**src/rtl/sharpen_window_former_if.sv**
```systemverilog
// Line-buffer tap bundle in, 3x3 window bundle out.
// slave = window former side, master = producer/consumer side.
interface sharpen_window_former_if #(
  parameter int WIDTH     = 8,
  parameter int LINE_BITS = 10,
  parameter int ROW_BITS  = 10
);
  logic [WIDTH-1:0]     data_in_0;
  logic [WIDTH-1:0]     data_in_1;
  logic [WIDTH-1:0]     data_in_2;
  logic                 data_in_valid;
  logic [9*WIDTH-1:0]   window_out;
  logic                 window_valid;
  logic [LINE_BITS-1:0] center_col;
  logic [ROW_BITS-1:0]  center_row;
  logic                 line_done;
  logic                 frame_done;

  modport master (
    output data_in_0, data_in_1, data_in_2, data_in_valid,
    input  window_out, window_valid, center_col, center_row,
    input  line_done, frame_done
  );

  modport slave (
    input  data_in_0, data_in_1, data_in_2, data_in_valid,
    output window_out, window_valid, center_col, center_row,
    output line_done, frame_done
  );
endinterface

```
**src/rtl/sharpen_window_former.sv**
```systemverilog
// 3x3 window former for the sharpening kernel.
// Define BORDER_REPLICATE_EN to emit edge-column windows.
module sharpen_window_former #(
  parameter int WIDTH     = 8,
  parameter int DEPTH     = 512,
  parameter int LINE_BITS = 10,
  parameter int HEIGHT    = 512,
  parameter int ROW_BITS  = 10
) (
  input logic clk,
  input logic reset,
  sharpen_window_former_if.slave bus
);

  localparam logic [LINE_BITS-1:0] LAST_COL = LINE_BITS'(DEPTH - 1);
  localparam logic [LINE_BITS-1:0] ONE_COL  = LINE_BITS'(1);
  localparam logic [ROW_BITS-1:0]  LAST_ROW = ROW_BITS'(HEIGHT - 3);
  localparam logic [ROW_BITS-1:0]  ONE_ROW  = ROW_BITS'(1);

`ifdef BORDER_REPLICATE_EN
  typedef enum logic [1:0] {FILL, ACTIVE, FLUSH} state_t;
`else
  typedef enum logic [0:0] {FILL, ACTIVE} state_t;
`endif

  state_t state, state_n;

  logic [LINE_BITS-1:0] col_cnt, col_cnt_n, ctr_col;
  logic [ROW_BITS-1:0]  row_cnt, row_cnt_n;
  logic [WIDTH-1:0]     pix [3];
  logic [WIDTH-1:0]     col0 [3];
  logic [WIDTH-1:0]     col1 [3];
  logic [WIDTH-1:0]     lft [3];
  logic [WIDTH-1:0]     mid [3];
  logic [WIDTH-1:0]     rgt [3];
  logic [9*WIDTH-1:0]   win_n;
  logic                 emit, last, frame;

  logic [9*WIDTH-1:0]   win_q;
  logic                 valid_q, line_q, frame_q;
  logic [LINE_BITS-1:0] ccol_q;
  logic [ROW_BITS-1:0]  crow_q;

  // Row 0 of the window is the oldest line.
  always_comb begin
    pix[0] = bus.data_in_2;
    pix[1] = bus.data_in_1;
    pix[2] = bus.data_in_0;
  end

  always_comb begin
    state_n   = state;
    col_cnt_n = col_cnt;
    row_cnt_n = row_cnt;
    emit      = 1'b0;
    last      = 1'b0;
    frame     = 1'b0;
    ctr_col   = col_cnt - ONE_COL;
    lft       = col1;
    mid       = col0;
    rgt       = pix;
    win_n     = '0;
    unique case (state)
      FILL: begin
        if (bus.data_in_valid) begin
          col_cnt_n = col_cnt + ONE_COL;
          if (col_cnt == ONE_COL) begin
            state_n = ACTIVE;
`ifdef BORDER_REPLICATE_EN
            emit = 1'b1;
            lft  = col0;
`endif
          end
        end
      end
      ACTIVE: begin
        if (bus.data_in_valid) begin
          emit = 1'b1;
          if (col_cnt == LAST_COL) begin
            col_cnt_n = '0;
`ifdef BORDER_REPLICATE_EN
            state_n = FLUSH;
`else
            state_n = FILL;
            last    = 1'b1;
`endif
          end else begin
            col_cnt_n = col_cnt + ONE_COL;
          end
        end
      end
`ifdef BORDER_REPLICATE_EN
      // A beat here is already column 0 of the next line.
      FLUSH: begin
        emit    = 1'b1;
        last    = 1'b1;
        state_n = FILL;
        ctr_col = LAST_COL;
        lft     = col1;
        mid     = col0;
        rgt     = col0;
        if (bus.data_in_valid)
          col_cnt_n = col_cnt + ONE_COL;
      end
`endif
      default: state_n = FILL;
    endcase
    if (last) begin
      frame     = (row_cnt == LAST_ROW);
      row_cnt_n = frame ? '0 : row_cnt + ONE_ROW;
    end
    for (int r = 0; r < 3; r++) begin
      win_n[WIDTH*(3*r)   +: WIDTH] = lft[r];
      win_n[WIDTH*(3*r+1) +: WIDTH] = mid[r];
      win_n[WIDTH*(3*r+2) +: WIDTH] = rgt[r];
    end
  end

  always_ff @(posedge clk) begin
    if (!reset)
      state <= FILL;
    else
      state <= state_n;
  end

  always_ff @(posedge clk) begin
    if (!reset) begin
      col_cnt <= '0;
      row_cnt <= '0;
      for (int r = 0; r < 3; r++) begin
        col0[r] <= '0;
        col1[r] <= '0;
      end
      win_q   <= '0;
      valid_q <= 1'b0;
      line_q  <= 1'b0;
      frame_q <= 1'b0;
      ccol_q  <= '0;
      crow_q  <= '0;
    end else begin
      col_cnt <= col_cnt_n;
      row_cnt <= row_cnt_n;
      if (bus.data_in_valid) begin
        for (int r = 0; r < 3; r++) begin
          col1[r] <= col0[r];
          col0[r] <= pix[r];
        end
      end
      valid_q <= emit;
      line_q  <= last;
      frame_q <= frame;
      if (emit) begin
        win_q  <= win_n;
        ccol_q <= ctr_col;
        crow_q <= row_cnt;
      end
    end
  end

  assign bus.window_out   = win_q;
  assign bus.window_valid = valid_q;
  assign bus.center_col   = ccol_q;
  assign bus.center_row   = crow_q;
  assign bus.line_done    = line_q;
  assign bus.frame_done   = frame_q;

endmodule

```
**src/flat_wrapper.sv**
```systemverilog
// flat-port wrapper written by rule: the top's interface ports become plain ports
module sharpen_window_former_flat 
#(
  parameter int WIDTH     = 8,
  parameter int DEPTH     = 512,
  parameter int LINE_BITS = 10,
  parameter int HEIGHT    = 512,
  parameter int ROW_BITS  = 10
)
  (clk, reset, bus_data_in_0, bus_data_in_1, bus_data_in_2, bus_data_in_valid, bus_window_out, bus_window_valid, bus_center_col, bus_center_row, bus_line_done, bus_frame_done);
  sharpen_window_former_if #(.WIDTH(WIDTH), .LINE_BITS(LINE_BITS), .ROW_BITS(ROW_BITS)) bus_i ();
  input logic clk;
  input logic reset;
  input wire logic [$bits(bus_i.data_in_0)-1:0] bus_data_in_0;
  input wire logic [$bits(bus_i.data_in_1)-1:0] bus_data_in_1;
  input wire logic [$bits(bus_i.data_in_2)-1:0] bus_data_in_2;
  input wire logic [$bits(bus_i.data_in_valid)-1:0] bus_data_in_valid;
  output wire logic [$bits(bus_i.window_out)-1:0] bus_window_out;
  output wire logic [$bits(bus_i.window_valid)-1:0] bus_window_valid;
  output wire logic [$bits(bus_i.center_col)-1:0] bus_center_col;
  output wire logic [$bits(bus_i.center_row)-1:0] bus_center_row;
  output wire logic [$bits(bus_i.line_done)-1:0] bus_line_done;
  output wire logic [$bits(bus_i.frame_done)-1:0] bus_frame_done;
  assign bus_i.data_in_0 = bus_data_in_0;
  assign bus_i.data_in_1 = bus_data_in_1;
  assign bus_i.data_in_2 = bus_data_in_2;
  assign bus_i.data_in_valid = bus_data_in_valid;
  assign bus_window_out = bus_i.window_out;
  assign bus_window_valid = bus_i.window_valid;
  assign bus_center_col = bus_i.center_col;
  assign bus_center_row = bus_i.center_row;
  assign bus_line_done = bus_i.line_done;
  assign bus_frame_done = bus_i.frame_done;
  sharpen_window_former #(.WIDTH(WIDTH), .DEPTH(DEPTH), .LINE_BITS(LINE_BITS), .HEIGHT(HEIGHT), .ROW_BITS(ROW_BITS)) u_core (.clk(clk), .reset(reset), .bus(bus_i));
endmodule
```
**config.mk**
```make
export PLATFORM = sky130hd
export DESIGN_NAME = sharpen_window_former_flat
export DESIGN_NICKNAME = d
export VERILOG_FILES = /design/src/rtl/sharpen_window_former_if.sv /design/src/rtl/sharpen_window_former.sv /design/src/flat_wrapper.sv
export SDC_FILE = /design/constraint.sdc
export NUM_CORES = 1
export LEC_CHECK = 0
export ABC_AREA = 1
export CORE_MARGIN = 1.5
export CORE_UTILIZATION = 25
export DETAILED_ROUTE_END_ITERATION = 8
export RECOVER_POWER = 100
export SYNTH_ARGS = -nofsm -noshare
export SYNTH_HDL_FRONTEND = slang
export SYNTH_SLANG_ARGS = --single-unit
```
**constraint.sdc**
```tcl
create_clock -name clk -period 2 [get_ports clk]
set_input_delay 0.3 -clock clk [delete_from_list [all_inputs] [get_ports clk]]
set_output_delay 0.3 -clock clk [all_outputs]
set_load 0.05 [all_outputs]
```
After elaboration in Yosys (flattened, before gate mapping)
Cells that the tools add are included.
{ "op_classes": {"bitwise": 1, "n_reduce_logical": 2, "add_sub_neg": 3, "muxes": 15, "eq_ne": 5} }
{ "ops": {"columns": ["op", "count"], "rows": [
  ["$mux W10", 4],
  ["$add A10 B1 Y10 const B", 2],
  ["$eq A10 B9 Y1 const B", 2],
  ["$pmux W10 S2", 1],
  ["$eq A10 B1 Y1 const B", 1],
  ["$sub A10 B1 Y10 const B", 1],
  ["$mux W1", 9],
  ["$ne A2 B2 Y1 const B", 2],
  ["$reduce_and A2 Y1", 2],
  ["$pmux W1 S2", 1],
  ["$not A1 Y1", 1]
]} }
{ "totals": {"out_inout_bits": 95, "ff_bits": 164, "inputBits": 27, "wordCells": 41} }

Logic depth before layout (Yosys ltp)
Gate-level depths: netlist of the first run.
{ "logic_depth": {"word_depth": 5, "mapped_depth": 10, "mapped_depth_nobuf": 10} }

Worst setup path before layout of the first run
Ideal clock, no wire load.
{ "synth_path": {"path_type": "reg2reg", "startpoint": "register u_core.col_cnt[0]", "endpoint": "register u_core.row_cnt[4]", "required_time_ps": 1890, "stages_incl_launch_ff": 11, "arrival_ps": 1209, "path_slack_ps": 682, "period_less_slack_ps": 1318, "setup_time_ps": 110, "path_buffers": 0, "cell_sequence": "dfxtp_1 -> ha_1 -> nand2_1 -> nor2_1 -> nand2_1 -> nor2_2 -> nand2_1 -> clkinv_1 -> nand3_1 -> nand2_1 -> nor2_2"} }
{ "synth_between": {"elab_chain_cells": 4} }
{ "synth_rtl": {"columns": ["item", "line_no", "text"], "rows": [
  ["start: declaration", "sharpen_window_former.sv:28", "logic [LINE_BITS-1:0] col_cnt, col_cnt_n, ctr_col;"],
  ["start signal: assignment", "sharpen_window_former.sv:141", "col_cnt <= col_cnt_n;"],
  ["$eq A10 B9 Y1", "sharpen_window_former.sv:79", "if (col_cnt == LAST_COL) begin"],
  ["$mux W1", "sharpen_window_former.sv:79", null],
  ["$mux W1", "sharpen_window_former.sv:77", "if (bus.data_in_valid) begin"],
  ["$mux W1", "sharpen_window_former.sv:63", "unique case (state)"],
  ["end signal: assignment", "sharpen_window_former.sv:142", "row_cnt <= row_cnt_n;"],
  ["end: declaration", "sharpen_window_former.sv:29", "logic [ROW_BITS-1:0] row_cnt, row_cnt_n;"]
]} }
No other way between the ends.
A chain may end at the register's enable or synchronous reset.

Worst setup path after layout of the first run
{ "layout_path": {"startpoint": "register u_core.win_q[71] (netlist: u_core.bus.window_out[71])", "endpoint": "output bus_window_out[71]"} }
{ "layout_lines": {"columns": ["item", "line_no", "text"], "rows": [
  ["start: declaration", "sharpen_window_former.sv:39", "logic [9*WIDTH-1:0] win_q;"],
  ["start signal: assignment", "sharpen_window_former.sv:153", "win_q <= win_n;"],
  ["end: declaration", "flat_wrapper.sv:18", "output wire logic [$bits(bus_i.window_out)-1:0] bus_window_out;"]
]} }
No word-level cell between the ends.

==> flow_metrics.tcl, run 1 <==
set metrics [dict create \
    status "finished with violations" \
    violations "capacitance limit, slew limit" \
    critical_path_class "reg -> out" \
    overflow 0 \
    cts_sinks 164 \
    synth.net_count 818 \
    std_cell_rows 57 \
    final_net_count 926 \
    finalPower_uw 7560 \
    cts_buffer_depth 2 \
    critPathBufInv 1 \
    drt_wl_total_mm 17.0 \
    hold_path_class "in -> reg" \
    cp_top_family "buffers and inverters" \
    finalCriticalPeriod_ns 1.93 \
    remaining_drc_errors 0 \
    cts_max_level 4 \
    drive_above_1_share 0.0739 \
    ios 122 \
    regToRegSetupSlack_ns 0.27 \
    grt_max_degree 83 \
    grt_pass1_wl_mm 27.4 \
    maxCapViolCount 1 \
    fmax_mhz 519 \
    dpl-instance-area_mm2 0.00769 \
    layout_commonest_cell "dfxtp_1" \
    synth_area_leaders "dfxtp_1 53%, o21ai_0 9.0%, nor2_1 8.7%, nand2_1 6.4%, a21oi_1 4.3%" \
    timing.final.max_slew_violations 34 \
    hold_viol_final 0 \
    port-buffer-count 121 \
    cp.required_ns 1.70 \
    hpwlAfterDp_mm 11.5 \
    synth_warnings 0 \
    cts_tree "yes" \
    netlist_instances 786 \
    async_reset_ff_frac 0 \
    area_growth_syn_to_layout_pct 32.4 \
    crit_chain "dlygate4sd3_1" \
    ys.flop_type "dfxtp_1" \
    worst_slack_ns 0.0720 \
    max_slew.worst_pin.slew_ns 1.55 \
    routed-via-count 5480 \
    mostFrequentLayoutCells "164 x dfxtp_1, 144 x nor2_1, 113 x o21ai_0" \
    avgSynthCellArea_um2 7.88 \
    die_area_mm2 0.0257 \
    first_pass_iters 4 \
    clockRootBuffer "clkbuf_16" \
    yosysTopAreaCellShare 0.530 \
    post-route-util 0.337 \
    fin_crit_sh 0.964 \
    slowest_delay_ns 0.87 \
    post-place-ws_ns 0.472 \
    crit_fanout 2 \
    cts_setup_buffers 0 \
    ys_seq_elements 164 \
    numCtsBuffers 17 \
    rsz0062_at_grt "no" \
    syn_area_mm2 0.00619 \
    wl_per_cell_um 13.8 \
    fillers 2567 \
    critPathArrivalTime_ns 1.63 \
    synth_edf_count 0 \
    fp.coreArea_mm2 0.0243 \
    ant_nets 0 \
    peakVddDrop_mv 0.398 \
    critPathCaptureType "output pin" \
    cts_resized 0 \
    synth_top_area_cell "dfxtp_1" \
    vias_per_cell 4.45 \
    place.gp.congestion 0.919 \
    n_antenna_cell 0 \
    fin_area_mm2 0.00820 \
    die_y_um 160 \
    powerDensity_mw_per_mm2 922 \
    critPathSlowestCell "dlygate4sd3_1" \
    grt_util_all_layers 0.135 \
    setup_tns_ns 0 \
    crit_path_start_kind "register" \
    ys_seq_area_frac 0.530 \
    cts.reportedPaths.clkPinSlew_ns 0.07 \
    initial_core_util 0.255 \
    relSlewSlack -0.0357 \
    finalClockSkew_ns 0.00933 \
    setup_viol 0 \
    drt_iter0_drc 377 \
    antenna_found_initial 0 \
    fp.dieW_um 160 \
    clk_latency_ns 0.43 \
    grt_pass1_vias 5075 \
    power_leakage_uw 0.00324 \
    ys_types 37 \
    holdBufCountCts 0 \
]
path summary, 6_finish.rpt:
path	startpoint	to	cells after the start
hold / removal	bus_data_in_valid	u_core.col_cnt[0]$_SDFFE_PN0P_	4
setup / recovery	u_core.bus.window_out[71]$_SDFFE_PN0P_	bus_window_out[71]	1
hold reg to reg	u_core.col0[22]$_SDFFE_PN0P_	u_core.bus.window_out[14]$_SDFFE_PN0P_	2
setup reg to reg	u_core.col_cnt[1]$_SDFFE_PN0P_	u_core.row_cnt[5]$_SDFFE_PN0P_	8
power by group:
part	internal (uW)	total, uW	leakage, uW	switching [uW]
clock network	1800	3280	0.000285	1490
registers	3400	3470	0.00134	65.7
logic	259	808	0.00162	549
sequential cells by signal, indices dropped and copies added (netlist names):
register                 cells
u_core.bus.center_col       10
u_core.bus.center_row       10
u_core.bus.frame_done        1
u_core.bus.line_done         1
u_core.bus.window_out       72
u_core.bus.window_valid      1
u_core.col0                 24
u_core.col1                 24
u_core.col_cnt              10
u_core.row_cnt              10
u_core.state                 1
cell families after synthesis:
logic type                 share of synthesized area
xor gates and xnor gates                     0.00424
AOI/OAI and AO/OA                              0.155
and+or+nand+nor                                0.232
buffers and inverters                         0.0687
adders and majority gates                     0.0101
DFF                                            0.530
Yosys cell counts, types with 5 or more instances:
library cell	n
nand2_1	106
buf_4	5
o21ai_0	112
inv_1	44
dfxtp_1	164
clkbuf_1	21
nand3_1	50
buf_2	18
nor2_2	7
ha_1	5
a211oi_1	9
nor3_1	9
inv_2	7
nor2_1	143
a21oi_1	53
per-layer routing:
metal	vias up	global-route usage	wire length, um	share of wire
met3	24	0.0351	672	0.039
met2	108	0.212	7770	0.46
met1	2570	0.179	8280	0.49
met4	0	0.0467	309	0.018
li1	2778	-	-	-
met5	-	0	0	0
metrics by stage:
step | hold slack [ns] | std cells
2_1_floorplan | 0.403 | 786
3_3_place_gp | 0.449 | 1199
3_5_place_dp | 0.453 | 1199
4_1_cts | 0.241 | 1231
5_1_grt | 0.321 | 1231
6_report | 0.310 | 1231
final cells by class:
class / count / area (um^2) / area share
Inverter: 53 / 199 / 0.0243
Tap cell: 324 / 405 / 0.0494
Multi-Input combinational cell: 522 / 2460 / 0.300
Timing Repair Buffer: 136 / 1270 / 0.155
Sequential cell: 164 / 3280 / 0.400
Clock buffer: 19 / 443 / 0.0540
Clock inverter: 13 / 138 / 0.0168
Note: power is estimated with default switching activity, not from simulation.
==> inputs of run 2 (changes only) <==
--- a/config.mk
+++ b/config.mk
@@ -6,10 +6,13 @@
 export NUM_CORES = 1
 export LEC_CHECK = 0
 export ABC_AREA = 1
+export CORE_ASPECT_RATIO = 1.1
 export CORE_MARGIN = 1.5
 export CORE_UTILIZATION = 25
 export DETAILED_ROUTE_END_ITERATION = 8
+export GPL_TIMING_DRIVEN = 0
 export RECOVER_POWER = 100
+export SLEW_MARGIN = 20
 export SYNTH_ARGS = -nofsm -noshare
 export SYNTH_HDL_FRONTEND = slang
 export SYNTH_SLANG_ARGS = --single-unit
==> run 2 against run 1 <==
  * The flow finishes with violations (DRC)
  * Worst setup slack got worse by 0.028 ns
  * Clock power increased by 3%
  * Via count rose by 3.6%
  * Sequential share of layout area is 0.62 points lower
  * Critical path type unchanged
  * Largest cell class unchanged
  * Highest routed layer unchanged
==> flow_metrics.tcl, run 2 (synthesis results as in run 1) <==
set metrics [dict create \
    status "finished with violations" \
    violations "DRC" \
    first_pass_iters 7 \
    peakVddDrop_mv 0.530 \
    fmax_mhz 511 \
    hpwlAfterDp_mm 14.4 \
    place.gp.congestion 0.869 \
    grt_util_all_layers 0.155 \
    cts_tree "yes" \
    layout_commonest_cell "dfxtp_1" \
    std_cell_rows 60 \
    crit_chain "clkdlybuf4s50_1" \
    power_leakage_uw 0.00331 \
    port-buffer-count 119 \
    routed-via-count 5679 \
    regToRegSetupSlack_ns 0.16 \
    grt_pass1_wl_mm 30.5 \
    ios 122 \
    finalClockSkew_ns 0.00821 \
    overflow 0 \
    fin_crit_sh 0.978 \
    switching_share 0.276 \
    r2r-start "u_core.state$_SDFF_PN0_" \
    final_net_count 956 \
    holdPathEnd "u_core.col1[23]$_SDFFE_PN0P_" \
    combPwrFrac 0.109 \
    area_growth_syn_to_layout_pct 34.4 \
    critPathSlowestCell "clkdlybuf4s50_1" \
    power_frac_clock 0.439 \
    fp.coreArea_mm2 0.0244 \
    maxCapViolCount 0 \
    cp.required_ns 1.70 \
    numCtsBuffers 17 \
    fin_area_mm2 0.00833 \
    multi_input_area_mm2 0.00246 \
    hold_viol_final 0 \
    finalCriticalPeriod_ns 1.96 \
    p_sw_uw 2130 \
    grt_max_degree 17 \
    cp_top_family "buffers and inverters" \
    crit_path_start_kind "register" \
    critPathBufInv 1 \
    wl_per_cell_um 15.8 \
    rsz0062_at_grt "no" \
    fillers 2544 \
    rr_worst_depth 5 \
    crit_fanout 2 \
    setup_tns_ns 0 \
    p_seq_frac 0.451 \
    internal_power_uw 5580 \
    setup_viol 0 \
    timing.final.max_slew_violations 0 \
    die_y_um 168 \
    critPathArrivalTime_ns 1.66 \
    holdBufCountCts 0 \
    remaining_drc_errors 4 \
    fp.dieW_um 153 \
    hp-start "bus_data_in_valid" \
    max_slew.worst_pin.slew_ns 0.713 \
    cts_resized 0 \
    clk_latency_ns 0.43 \
    cts_max_level 4 \
    hold_path_class "in -> reg" \
    drt_iter0_drc 420 \
    initial_core_util 0.254 \
    whs_ns 0.367 \
    grt_pass1_vias 5360 \
    critPathCaptureType "output pin" \
    drive_above_1_share 0.0704 \
    drt_wl_total_mm 19.7 \
    critical_path_class "reg -> out" \
    cts_buffer_depth 2 \
    ant_nets 0 \
    clockRootBuffer "clkbuf_16" \
    cts_setup_buffers 0 \
    ff_latch_area_mm2 0.00328 \
    powerDensity_mw_per_mm2 926 \
    mostFrequentLayoutCells "164 x dfxtp_1, 145 x nor2_1, 113 x o21ai_0" \
    largest_reg_flops 72 \
    relSlewSlack 0.523 \
    slowest_delay_ns 0.83 \
    antenna_found_initial 0 \
    dpl-instance-area_mm2 0.00777 \
    n_antenna_cell 0 \
    cts.reportedPaths.clkPinSlew_ns 0.07 \
    hold_depth 3 \
    vias_per_cell 4.55 \
    die_area_mm2 0.0257 \
    r2r_end "u_core.bus.center_col[0]$_SDFFE_PN0P_" \
    cts_sinks 164 \
]
## run 2: cell types whose count changed in the layout (fill, tap and decap cells not counted), moves of 2 or more
cell             before  now
buf_4                 9    2
buf_2                 1    9
nand2_4               3    1
clkbuf_1              8   32
inv_1                44   46
clkdlybuf4s50_1     104  100
dlygate4sd3_1        11   19
inv_2                 7    5
## run 2: worst max path at each step
stage                                            from                             end  slack (ns)  cells after the start
3_5_place_dp           u_core.col_cnt[0]$_SDFFE_PN0P_  u_core.row_cnt[2]$_SDFFE_PN0P_        0.40                     10
6_report        u_core.bus.center_col[1]$_SDFFE_PN0P_               bus_center_col[1]        0.04                      1
5_1_grt        u_core.bus.window_out[36]$_SDFFE_PN0P_              bus_window_out[36]       0.002                      1
4_1_cts         u_core.bus.center_col[2]$_SDFFE_PN0P_               bus_center_col[2]        0.02                      1
2_1_floorplan          u_core.col_cnt[0]$_SDFFE_PN0P_  u_core.row_cnt[4]$_SDFFE_PN0P_        0.68                     10
3_3_place_gp           u_core.col_cnt[0]$_SDFFE_PN0P_  u_core.row_cnt[2]$_SDFFE_PN0P_        0.40                     10
## run 2: power groups by stage
stage	Combinational, uW	Sequential [uW]	Clock [uW]
detailed placement	856	3550	0
global placement	856	3550	0
floorplan	303	3760	0
global route	917	3490	3590
finish	844	3480	3390
CTS	861	3480	3440
## run 2: metrics by stage
step | setup slack [ns] | power [uW] | utilization | instances
6_report | 0.0442 | 7710 | 0.341 | 1247
5_1_grt | 0.00220 | 8000 | 0.341 | 1247
4_1_cts | 0.0180 | 7780 | 0.343 | 1247
3_5_place_dp | 0.397 | 4410 | 0.319 | 1215
3_3_place_gp | 0.402 | 4410 | 0.319 | 1215
2_1_floorplan | 0.682 | 4070 | - | 786
## run 2: final cells by class
class,count,share of cell area
buffer,47,0.0246
clock buffer,18,0.0527
clock inverter,14,0.0194
inverter,53,0.0239
multi-input combinational,522,0.296
sequential,164,0.394
tap,310,0.0466
timing repair buffer,119,0.143
## run 2: per-layer routing
layer | share of wire | GRT usage | routed length, um
met1 | 0.45 | 0.194 | 8770
met2 | 0.46 | 0.252 | 9130
met3 | 0.074 | 0.0492 | 1460
met4 | 0.017 | 0.0512 | 336
met5 | 0 | 0 | 0
